--- src/rtl/dp_test_pkg.sv ---
// rtl/dp_test_pkg.sv - shared FSM encoding and AXI response codes for dp_test_lm
//
// Purpose : State encoding of the local-to-AXI bridge FSM, the AXI response
//           constants and a helper that classifies a response as an error.
// Ports   : none (package)
package dp_test_pkg;

    typedef enum logic [2:0] {
        ST_IDLE  = 3'd0,
        ST_WADDR = 3'd1,
        ST_WRESP = 3'd2,
        ST_RADDR = 3'd3,
        ST_RRESP = 3'd4,
        ST_DONE  = 3'd5
    } state_e;

    localparam logic [1:0] RESP_OKAY   = 2'b00;
    localparam logic [1:0] RESP_EXOKAY = 2'b01;
    localparam logic [1:0] RESP_SLVERR = 2'b10;
    localparam logic [1:0] RESP_DECERR = 2'b11;

    // Any non-OKAY code (EXOKAY included) is reported as an error to the local side.
    function automatic logic resp_is_err(input logic [1:0] resp);
        return resp != RESP_OKAY;
    endfunction

endpackage

--- src/rtl/dp_test_lm.sv ---
// rtl/dp_test_lm.sv - single-outstanding local request to AXI4-Lite master bridge
//
// Purpose : Turns a level-held local request (LOCAL_CS/RNW/ADDR/BE/WDATA) into
//           one AXI write (AW+W then B) or read (AR then R) and acknowledges it
//           with LOCAL_ACK until the requester drops LOCAL_CS.
// Ports   : ACLK, ARESETN (async, active-low)
//           LOCAL_CS/RNW/ADDR/BE/WDATA in; LOCAL_ACK/RDATA/ERR out
//           M_AXI_AW*, M_AXI_W*, M_AXI_B*, M_AXI_AR*, M_AXI_R* master channels
module dp_test_lm
    import dp_test_pkg::*;
#(
    parameter logic [3:0] AXI_CACHE = 4'b0011,
    parameter logic [2:0] AXI_PROT  = 3'b000
) (
    input  logic        ACLK,
    input  logic        ARESETN,
    input  logic        LOCAL_CS,
    input  logic        LOCAL_RNW,
    input  logic [31:0] LOCAL_ADDR,
    input  logic [3:0]  LOCAL_BE,
    input  logic [31:0] LOCAL_WDATA,
    output logic        LOCAL_ACK,
    output logic [31:0] LOCAL_RDATA,
    output logic        LOCAL_ERR,
    output logic [15:0] M_AXI_AWADDR,
    output logic [3:0]  M_AXI_AWCACHE,
    output logic [2:0]  M_AXI_AWPROT,
    output logic        M_AXI_AWVALID,
    input  logic        M_AXI_AWREADY,
    output logic [31:0] M_AXI_WDATA,
    output logic [3:0]  M_AXI_WSTRB,
    output logic        M_AXI_WVALID,
    input  logic        M_AXI_WREADY,
    input  logic        M_AXI_BVALID,
    output logic        M_AXI_BREADY,
    input  logic [1:0]  M_AXI_BRESP,
    output logic [15:0] M_AXI_ARADDR,
    output logic [3:0]  M_AXI_ARCACHE,
    output logic [2:0]  M_AXI_ARPROT,
    output logic        M_AXI_ARVALID,
    input  logic        M_AXI_ARREADY,
    input  logic [31:0] M_AXI_RDATA,
    input  logic [1:0]  M_AXI_RRESP,
    input  logic        M_AXI_RVALID,
    output logic        M_AXI_RREADY
);

    state_e      state_q, state_d;
    logic [15:0] addr_q, addr_d;
    logic [3:0]  be_q, be_d;
    logic [31:0] wdata_q, wdata_d;
    logic [31:0] rdata_q, rdata_d;
    logic        awvalid_q, awvalid_d;
    logic        wvalid_q, wvalid_d;
    logic        arvalid_q, arvalid_d;
    logic        err_q, err_d;

    // Only the low 16 address bits reach the AXI side.
    logic unused_addr_hi;
    assign unused_addr_hi = ^LOCAL_ADDR[31:16];

    always_ff @(posedge ACLK or negedge ARESETN) begin
        if (!ARESETN) begin
            state_q   <= ST_IDLE;
            addr_q    <= '0;
            be_q      <= '0;
            wdata_q   <= '0;
            rdata_q   <= '0;
            awvalid_q <= 1'b0;
            wvalid_q  <= 1'b0;
            arvalid_q <= 1'b0;
            err_q     <= 1'b0;
        end else begin
            state_q   <= state_d;
            addr_q    <= addr_d;
            be_q      <= be_d;
            wdata_q   <= wdata_d;
            rdata_q   <= rdata_d;
            awvalid_q <= awvalid_d;
            wvalid_q  <= wvalid_d;
            arvalid_q <= arvalid_d;
            err_q     <= err_d;
        end
    end

    always_comb begin
        state_d   = state_q;
        addr_d    = addr_q;
        be_d      = be_q;
        wdata_d   = wdata_q;
        rdata_d   = rdata_q;
        awvalid_d = awvalid_q;
        wvalid_d  = wvalid_q;
        arvalid_d = arvalid_q;
        err_d     = err_q;

        // Each VALID retires on its own handshake; AW and W may finish in any order.
        if (awvalid_q && M_AXI_AWREADY) awvalid_d = 1'b0;
        if (wvalid_q && M_AXI_WREADY)   wvalid_d  = 1'b0;
        if (arvalid_q && M_AXI_ARREADY) arvalid_d = 1'b0;

        case (state_q)
            ST_IDLE: begin
                if (LOCAL_CS) begin
                    addr_d    = LOCAL_ADDR[15:0];
                    be_d      = LOCAL_BE;
                    wdata_d   = LOCAL_WDATA;
                    awvalid_d = !LOCAL_RNW;
                    wvalid_d  = !LOCAL_RNW;
                    arvalid_d = LOCAL_RNW;
                    state_d   = LOCAL_RNW ? ST_RADDR : ST_WADDR;
                end
            end
            ST_WADDR: begin
                // A channel counts as done if it already handshook or does so now.
                if ((!awvalid_q || M_AXI_AWREADY) && (!wvalid_q || M_AXI_WREADY))
                    state_d = ST_WRESP;
            end
            ST_WRESP: begin
                if (M_AXI_BVALID) begin
                    err_d   = resp_is_err(M_AXI_BRESP);
                    state_d = ST_DONE;
                end
            end
            ST_RADDR: begin
                if (M_AXI_ARREADY) state_d = ST_RRESP;
            end
            ST_RRESP: begin
                if (M_AXI_RVALID) begin
                    rdata_d = M_AXI_RDATA;
                    err_d   = resp_is_err(M_AXI_RRESP);
                    state_d = ST_DONE;
                end
            end
            ST_DONE: begin
                // Stay here while CS is still held so the request is not re-issued.
                if (!LOCAL_CS) state_d = ST_IDLE;
            end
            default: state_d = ST_IDLE;
        endcase
    end

    assign LOCAL_ACK     = (state_q == ST_DONE);
    assign LOCAL_RDATA   = rdata_q;
    assign LOCAL_ERR     = err_q;
    assign M_AXI_AWADDR  = addr_q;
    assign M_AXI_AWCACHE = AXI_CACHE;
    assign M_AXI_AWPROT  = AXI_PROT;
    assign M_AXI_AWVALID = awvalid_q;
    assign M_AXI_WDATA   = wdata_q;
    assign M_AXI_WSTRB   = be_q;
    assign M_AXI_WVALID  = wvalid_q;
    assign M_AXI_BREADY  = (state_q == ST_WRESP);
    assign M_AXI_ARADDR  = addr_q;
    assign M_AXI_ARCACHE = AXI_CACHE;
    assign M_AXI_ARPROT  = AXI_PROT;
    assign M_AXI_ARVALID = arvalid_q;
    assign M_AXI_RREADY  = (state_q == ST_RRESP);

endmodule
--- config.mk ---
export PLATFORM = sky130hd
export DESIGN_NAME = dp_test_lm
export DESIGN_NICKNAME = d
export VERILOG_FILES = /design/src/rtl/dp_test_pkg.sv /design/src/rtl/dp_test_lm.sv
export SDC_FILE = /design/constraint.sdc
export NUM_CORES = 1
export LEC_CHECK = 0
export ABC_CLOCK_PERIOD_IN_PS = 3130
export CAP_MARGIN = 20
export CORE_MARGIN = 1
export CORE_UTILIZATION = 40
export DETAILED_ROUTE_END_ITERATION = 8
export MAX_ROUTING_LAYER = met4
export PLACE_DENSITY_LB_ADDON = 0.3
export SKIP_CTS_REPAIR_TIMING = 1
export SLEW_MARGIN = 20
export SYNTH_ARGS = -nofsm -noshare
export SYNTH_HDL_FRONTEND = slang
export SYNTH_SLANG_ARGS = --single-unit
--- constraint.sdc ---
create_clock -name ACLK -period 3.13 [get_ports ACLK]
set_clock_uncertainty 0.2 [all_clocks]
set_input_delay 0.4695 -clock ACLK [delete_from_list [all_inputs] [get_ports ACLK]]
set_output_delay 0.4695 -clock ACLK [all_outputs]
set_load 0.01 [all_outputs]
Word-level counts from Yosys, hierarchy flattened
Cells that the tools add are included. Widths: inputs -> output; s select.

Input port bits: 113. Output and inout port bits: 121. Logic and storage cells: 57. Bits in registers: 91.

Multiplexer cells: 20. Reduce and logical (&&, ||, !) cells: 17. Equal/unequal tests: 11.

Operators by type and width (count): $mux 3 (6); $pmux 3 s6 (1); $ne 2x2->1 const B (6); $mux 1 (11); $eq 3x2->1 const B (2); $eq 3x3->1 const B (2); $reduce_and 6->1 (1); $reduce_bool 2->1 (3); $logic_and 1x1->1 (4); $reduce_and 2->1 (2); $eq 3x1->1 const B (1); $logic_not 1->1 (3); $logic_not 3->1 (1); $reduce_and 3->1 (1); $logic_or 1x1->1 (2); $mux 2 (1); $pmux 1 s2 (1).

Logic depth before layout (Yosys ltp)
Gate-level depths: netlist of the first run.

Depth in word-level cells: 5. Mapped depth: 5. Gate-level depth less buffers: 3.

Least setup slack after synthesis of the first run
Ideal clock, no wire load.

Path type: reg2reg. From: reg state_q[0]. To: reg rdata_q[10], in the netlist LOCAL_RDATA[10]. Path slack: 1.379 ns. Clock period less this slack: 1.751 ns. Stages on the path, launching flop included: 6. Data required time: 2.803 ns. Arrival: 1.423 ns. Buffers on the path: 2. Cells stage by stage: dfrtp_1 > nor3b_2 > and2_1 > buf_4 > buf_6 > mux2_1.

Cells in the longest elaborated chain, start to end: 2.

Ends and longest elaborated chain: start, declared (line dp_test_lm.sv:48) `state_e state_q, state_d;`; start signal, assigned (line dp_test_lm.sv:74) `state_q <= state_d;`; $eq 3x3->1; via M_AXI_RREADY (line dp_test_lm.sv:45) `output logic M_AXI_RREADY`; $reduce_and 2->1 (no source line); end signal, assigned (line dp_test_lm.sv:78) `rdata_q <= rdata_d;`; end, declared (line dp_test_lm.sv:52) `logic [31:0] rdata_q, rdata_d;`.

The timed path passes the listed nets, and every way through them passes these cells. A chain may end at the register's enable or synchronous reset.

Worst setup path after layout of the first run
From: reg state_q[1]. To: out M_AXI_BREADY.

Cells in the longest elaborated chain, start to end: 1.

Ends and longest elaborated chain: $eq 3x2->1 (line dp_test_lm.sv:153) `assign M_AXI_BREADY = (state_q == ST_WRESP);`; end, declared (line dp_test_lm.sv:35) `output logic M_AXI_BREADY,`.

Every way passes these cells.

==> reports/qor.yml, run 1 <==
min_path:
  whs_endpoint: "M_AXI_WDATA[11]"
  worstHoldStart: "M_AXI_WDATA[11]"
  hold_path_class: "flip-flop to flip-flop"
  min_path_cells: 1
global_routing:
  grt_max_degree: 58
  grt_pass1_vias: 2763
  overflow: 0
  antenna_found_initial: 0
  grt_util_all_layers_pct: 18.1
  grt_pass1_wl_mm: 13.5
sta:
  whs_ps: 285
  worst_pin_slew_ps: 544
  rsz0062_at_grt: "false"
  max-slew-margin-rel_pct: 63.7
  max_freq_mhz: 398
  finalCriticalPeriod_ps: 2520
  fin_crit_sh_pct: 80.4
  timing.setup.tns_ps: 0
  final_hold_viol_count: 0
  slew_violations: 0
  finalSetupViolCount: 0
  setup_slack_ps: 615
clocking:
  cts_buffer_depth: 2
  cts_buffers: 9
  clock_sinks: 91
  cts_tree: "built"
  clock_latency_ps: 350
  clkTransAtPathRegs_ps: 100
  htreeDepth: 3
  clockRootBuffer: "clkbuf_8"
logic_synthesis:
  synth_top_family_by_area: "multiplexers"
  synth_edf_count: 0
  synth_area_um2: 3840
  synth_seq_cells: 91
  synth-compound-area-share_pct: 2.45
  synth_ff_type: "dfrtp_1"
  synthAdderAreaFrac_pct: 0
  avgSynthCellArea_um2: 14.8
  synth_simple_gate_area_share_pct: 3.95
  syn_inst: 260
  synth_xor_area_share_pct: 0
  synth_mux_area_share_pct: 25.2
  synthArstFlopShare_pct: 100
  yosysSeqAreaShare_pct: 59.4
  ys_types: 31
  yosysWarnings: 0
worst_setup_path:
  slowest_stage: "dfrtp_1"
  reg2reg_depth: 4
  critPathLaunchType: "flip-flop"
  cp_max_fo: 12
  cp.buffers_inverters: 1
  critPathCaptureType: "primary output"
  reg2reg_from: "state_q[2]"
  reg2reg_to: "LOCAL_RDATA[18]"
  worstPathRequired_ps: 2460
  critPathMaxStageDelay_ps: 600
  arrival_ps: 1850
  r2r_slack_ps: 920
  path_cells: "nor3b_2 > clkdlybuf4s50_1"
  critPathTopFamily: "flip-flops"
  critical_path_class: "flip-flop to primary output"
finish:
  final_cell_mix: "clkdlybuf4s50_1, dfrtp_1, mux2_1"
  finalInstanceArea_um2: 5990
  postLayoutCoreUtil_pct: 64.5
  drive_gt1_share_pct: 5.53
  nNetsFinal: 560
  num-fill-cells: 743
  final_cells: 581
  diodes: 0
  final_common_cell: "clkdlybuf4s50_1"
  area_growth_pct: 56.2
drt:
  drc_errors: 0
  vias: 2668
  drtIter0Drc: 95
  wire_per_inst_um: 14.7
  ant_nets: 0
  first_pass_iters: 3
  via_per_inst: 4.59
  wirelength_mm: 8.56
floorplanning:
  die_area_um2: 9990
  die_w_um: 99.9
  core_um2: 9280
  die_y_um: 99.9
  pin_count: 234
  start_util_pct: 41.3
  row_count: 35
pwr:
  power.leakage_nw: 2.49
  power_density_nw_per_um2: 929
  peakVddDrop_v: 0.000506
  p_total_mw: 5.57
run:
  maxCapViolCount: 0
placed_design:
  gp_congestion: 0.760
  io_buffers: 203
  dp.cells: 564
  post-place-ws_ps: 771
  placed_cell_area_um2: 5800
  dp.final_hpwl_mm: 6.33
status:
  status: "completed"
==> how the worst max path moves through the flow <==
stage,from,end,cells past startpoint
2_1_floorplan,state_q[0],LOCAL_RDATA[10],5
3_3_place_gp,LOCAL_CS,M_AXI_ARADDR[11],4
3_5_place_dp,LOCAL_CS,M_AXI_ARADDR[10],4
4_1_cts,state_q[1],M_AXI_BREADY,2
5_1_grt,state_q[1],M_AXI_BREADY,2
6_report,state_q[1],M_AXI_BREADY,2
==> power by group <==
group / total, mW / internal [mW] / switching, mW
logic: 2.71 / 1.71 / 1.00
registers: 2.12 / 1.76 / 0.360
clock network: 0.729 / 0.314 / 0.415
total: 5.57 / 3.79 / 1.78
==> metal layers <==
metal / global-route usage [%] / up-vias / wire (µm)
met4: 6.79 / 0 / 144
met3: 6.20 / 13 / 842
met1: 21.7 / 1286 / 3570
met2: 28.2 / 138 / 4000
li1: - / 1231 / -
met5: - / - / 0
==> synth_stat cells (all sizes together) (3+ instances only) <==
library cell	count	share of area, %
buf	41	8.3
dfrtp	91	59
inv	3	0.29
mux2	86	25
nand2b	5	0.82
o21ai	4	0.52
==> area by class of cell <==
class	count	area (µm²)	share of cell area [%]
tap	129	161	2.69
timing repair buffer	207	2090	34.8
clock buffer	11	141	2.36
multi-input combinational	135	1270	21.3
inverter	3	11.3	0.188
sequential	91	2280	38.0
clock inverter	5	37.5	0.627
==> registers in the layout (all words and copies together) (netlist names) <==
signal and cells:
M_AXI_WVALID 1, M_AXI_AWVALID 1, LOCAL_RDATA 32, LOCAL_ERR 1, M_AXI_ARADDR 16, state_q 3, M_AXI_WSTRB 4, M_AXI_WDATA 32
M_AXI_ARVALID 1
==> cell families after synthesis <==
family                 Yosys count
AND/OR/NAND/NOR                 21
multiplexers                    86
flip-flops                      91
other                            2
AO/OA/AOI/OAI                   14
buffers and inverters           46
Power figures use the tool's default switching activity.
==> run 2, diff against run 1 <==
Settings changed: ABC_CLOCK_PERIOD_IN_PS 3130 to 2350, CORE_UTILIZATION 40 to 37.
Clock period 3.13 ns to 2.35 ns, I/O delays scaled along.
==> run 2 against run 1 <==
- wire length grew 2.9%
- sequential share of layout area shrank 0.61 points
- count of clock-buffer cells in the layout grew 1
- hold slack lost 20 ps
- core utilization shrank 3.0 points
- first-iteration DRC count shrank 25%
- die area grew 7.9%
- cell count grew 1.5%
- critical path depth is the same
- sequential power grew 34%
- via count grew 1.4%
- critical path type unchanged
- critical endpoint unchanged
==> reports/qor.yml, run 2 (synthesized netlist as in run 1, its figures left out) <==
global_routing:
  grt_pass1_vias: 2795
  antenna_found_initial: 0
  grt_pass1_wl_mm: 14.1
  grt_util_all_layers_pct: 17.1
  overflow: 0
  grt_max_degree: 65
worst_setup_path:
  crit_start: "state_q[0]"
  reg2reg_from: "state_q[2]"
  critPathCaptureType: "primary output"
  cp.depth: 2
  critPathMaxStageDelay_ps: 590
  critPathTopFamily: "buffers and inverters"
  worstPathRequired_ps: 1800
  arrival_ps: 1730
  critPathLaunchType: "flip-flop"
  path_cells: "nor3b_2 > clkdlybuf4s50_1"
  cp.buffers_inverters: 1
  r2r_slack_ps: 360
  slowest_stage: "clkdlybuf4s50_1"
  reg2reg_to: "M_AXI_ARADDR[12]"
  cp_max_fo: 12
  critical_path_class: "flip-flop to primary output"
  reg2reg_depth: 4
  endpoint: "M_AXI_BREADY"
clocking:
  clkTransAtPathRegs_ps: 100
  cts_buffer_depth: 2
  cts_buffers: 9
  cts_tree: "built"
  clockRootBuffer: "clkbuf_8"
  clock_latency_ps: 340
  clock_sinks: 91
  htreeDepth: 3
sta:
  finalCriticalPeriod_ps: 2290
  finalSetupViolCount: 0
  slew_violations: 0
  max_freq_mhz: 437
  rsz0062_at_grt: "true"
  fin_crit_sh_pct: 97.3
  timing.setup.tns_ps: 0
  final_hold_viol_count: 0
finish:
  multi_input_area_um2: 1270
  drive_gt1_share_pct: 7.22
  num-fill-cells: 774
  nNetsFinal: 565
  final_common_cell: "clkdlybuf4s50_1"
  register_area_um2: 2280
  diodes: 0
  postLayoutCoreUtil_pct: 61.5
  final_cell_mix: "clkdlybuf4s50_1, dfrtp_1, mux2_1"
  area_growth_pct: 59.0
floorplanning:
  pin_count: 234
  row_count: 36
  start_util_pct: 38.7
  die_y_um: 104
  die_w_um: 104
  die_area_um2: 10800
  core_um2: 9910
drt:
  via_per_inst: 4.58
  drtIter0Drc: 71
  wire_per_inst_um: 14.9
  ant_nets: 0
  wirelength_mm: 8.81
  first_pass_iters: 4
  drc_errors: 0
  vias: 2705
pwr:
  seq_power_share_pct: 36.8
  power.leakage_nw: 2.54
  power_density_nw_per_um2: 1260
  internal_power_mw: 5.33
  switching_share_pct: 30.9
  p_total_mw: 7.71
  comb_power_share_pct: 47.7
  peakVddDrop_v: 0.000697
  switching_power_mw: 2.39
  clkPwrFrac_pct: 15.5
min_path:
  hold_path_class: "input pin to async pin"
run:
  maxCapViolCount: 0
placed_design:
  io_buffers: 203
  dp.final_hpwl_mm: 6.29
  gp_congestion: 0.737
status:
  status: "completed"
==> run 2: worst min path at each step <==
stage | from | end | slack, ps | cells past startpoint
3_3_place_gp | ARESETN | M_AXI_WDATA[9] | 100 | 1
4_1_cts | ARESETN | M_AXI_WDATA[4] | -280 | 1
3_5_place_dp | ARESETN | M_AXI_WDATA[4] | 110 | 1
5_1_grt | ARESETN | M_AXI_WDATA[9] | 280 | 2
6_report | ARESETN | M_AXI_WDATA[9] | 260 | 2
2_1_floorplan | ARESETN | LOCAL_ERR | -140 | 0
==> run 2: final cells by class <==
cell class | count | area share (%)
multi-input cells | 135 | 20.9
clock inverters | 4 | 1.19
well taps | 133 | 2.73
inverters | 3 | 0.185
repair buffers | 212 | 35.0
clock buffers | 12 | 2.54
flip-flops and latches | 91 | 37.4
==> run 2: metal layers <==
metal  part of all wire, %  GRT usage [%]  vias up
li1                      -              -     1236
met1                    44           21.8     1330
met2                    48           26.4      129
met3                   7.0           4.22       10
met4                   1.1           6.12        0
met5                     0              -        -
==> run 2: power groups by stage <==
| stage | clock [mW] | combinational (mW) | sequential (mW) |
|---|---|---|---|
| finish | 1.20 | 3.68 | 2.84 |
| detailed placement | 0 | 3.66 | 2.87 |
| CTS | 1.23 | 3.68 | 2.85 |
| global route | 1.29 | 3.91 | 2.95 |
| floorplan | 0 | 1.32 | 3.13 |
| global placement | 0 | 3.62 | 2.82 |
==> run 2: stage by stage <==
stage	instance area (µm²)	hold WS [ps]	cells	worst slack, ps
3_5_place_dp	5830	112	569	196
2_1_floorplan	3880	-143	272	599
6_report	6100	265	590	62.5
5_1_grt	6100	278	590	-17.9
3_3_place_gp	5830	101	569	231
4_1_cts	6050	-282	585	-100
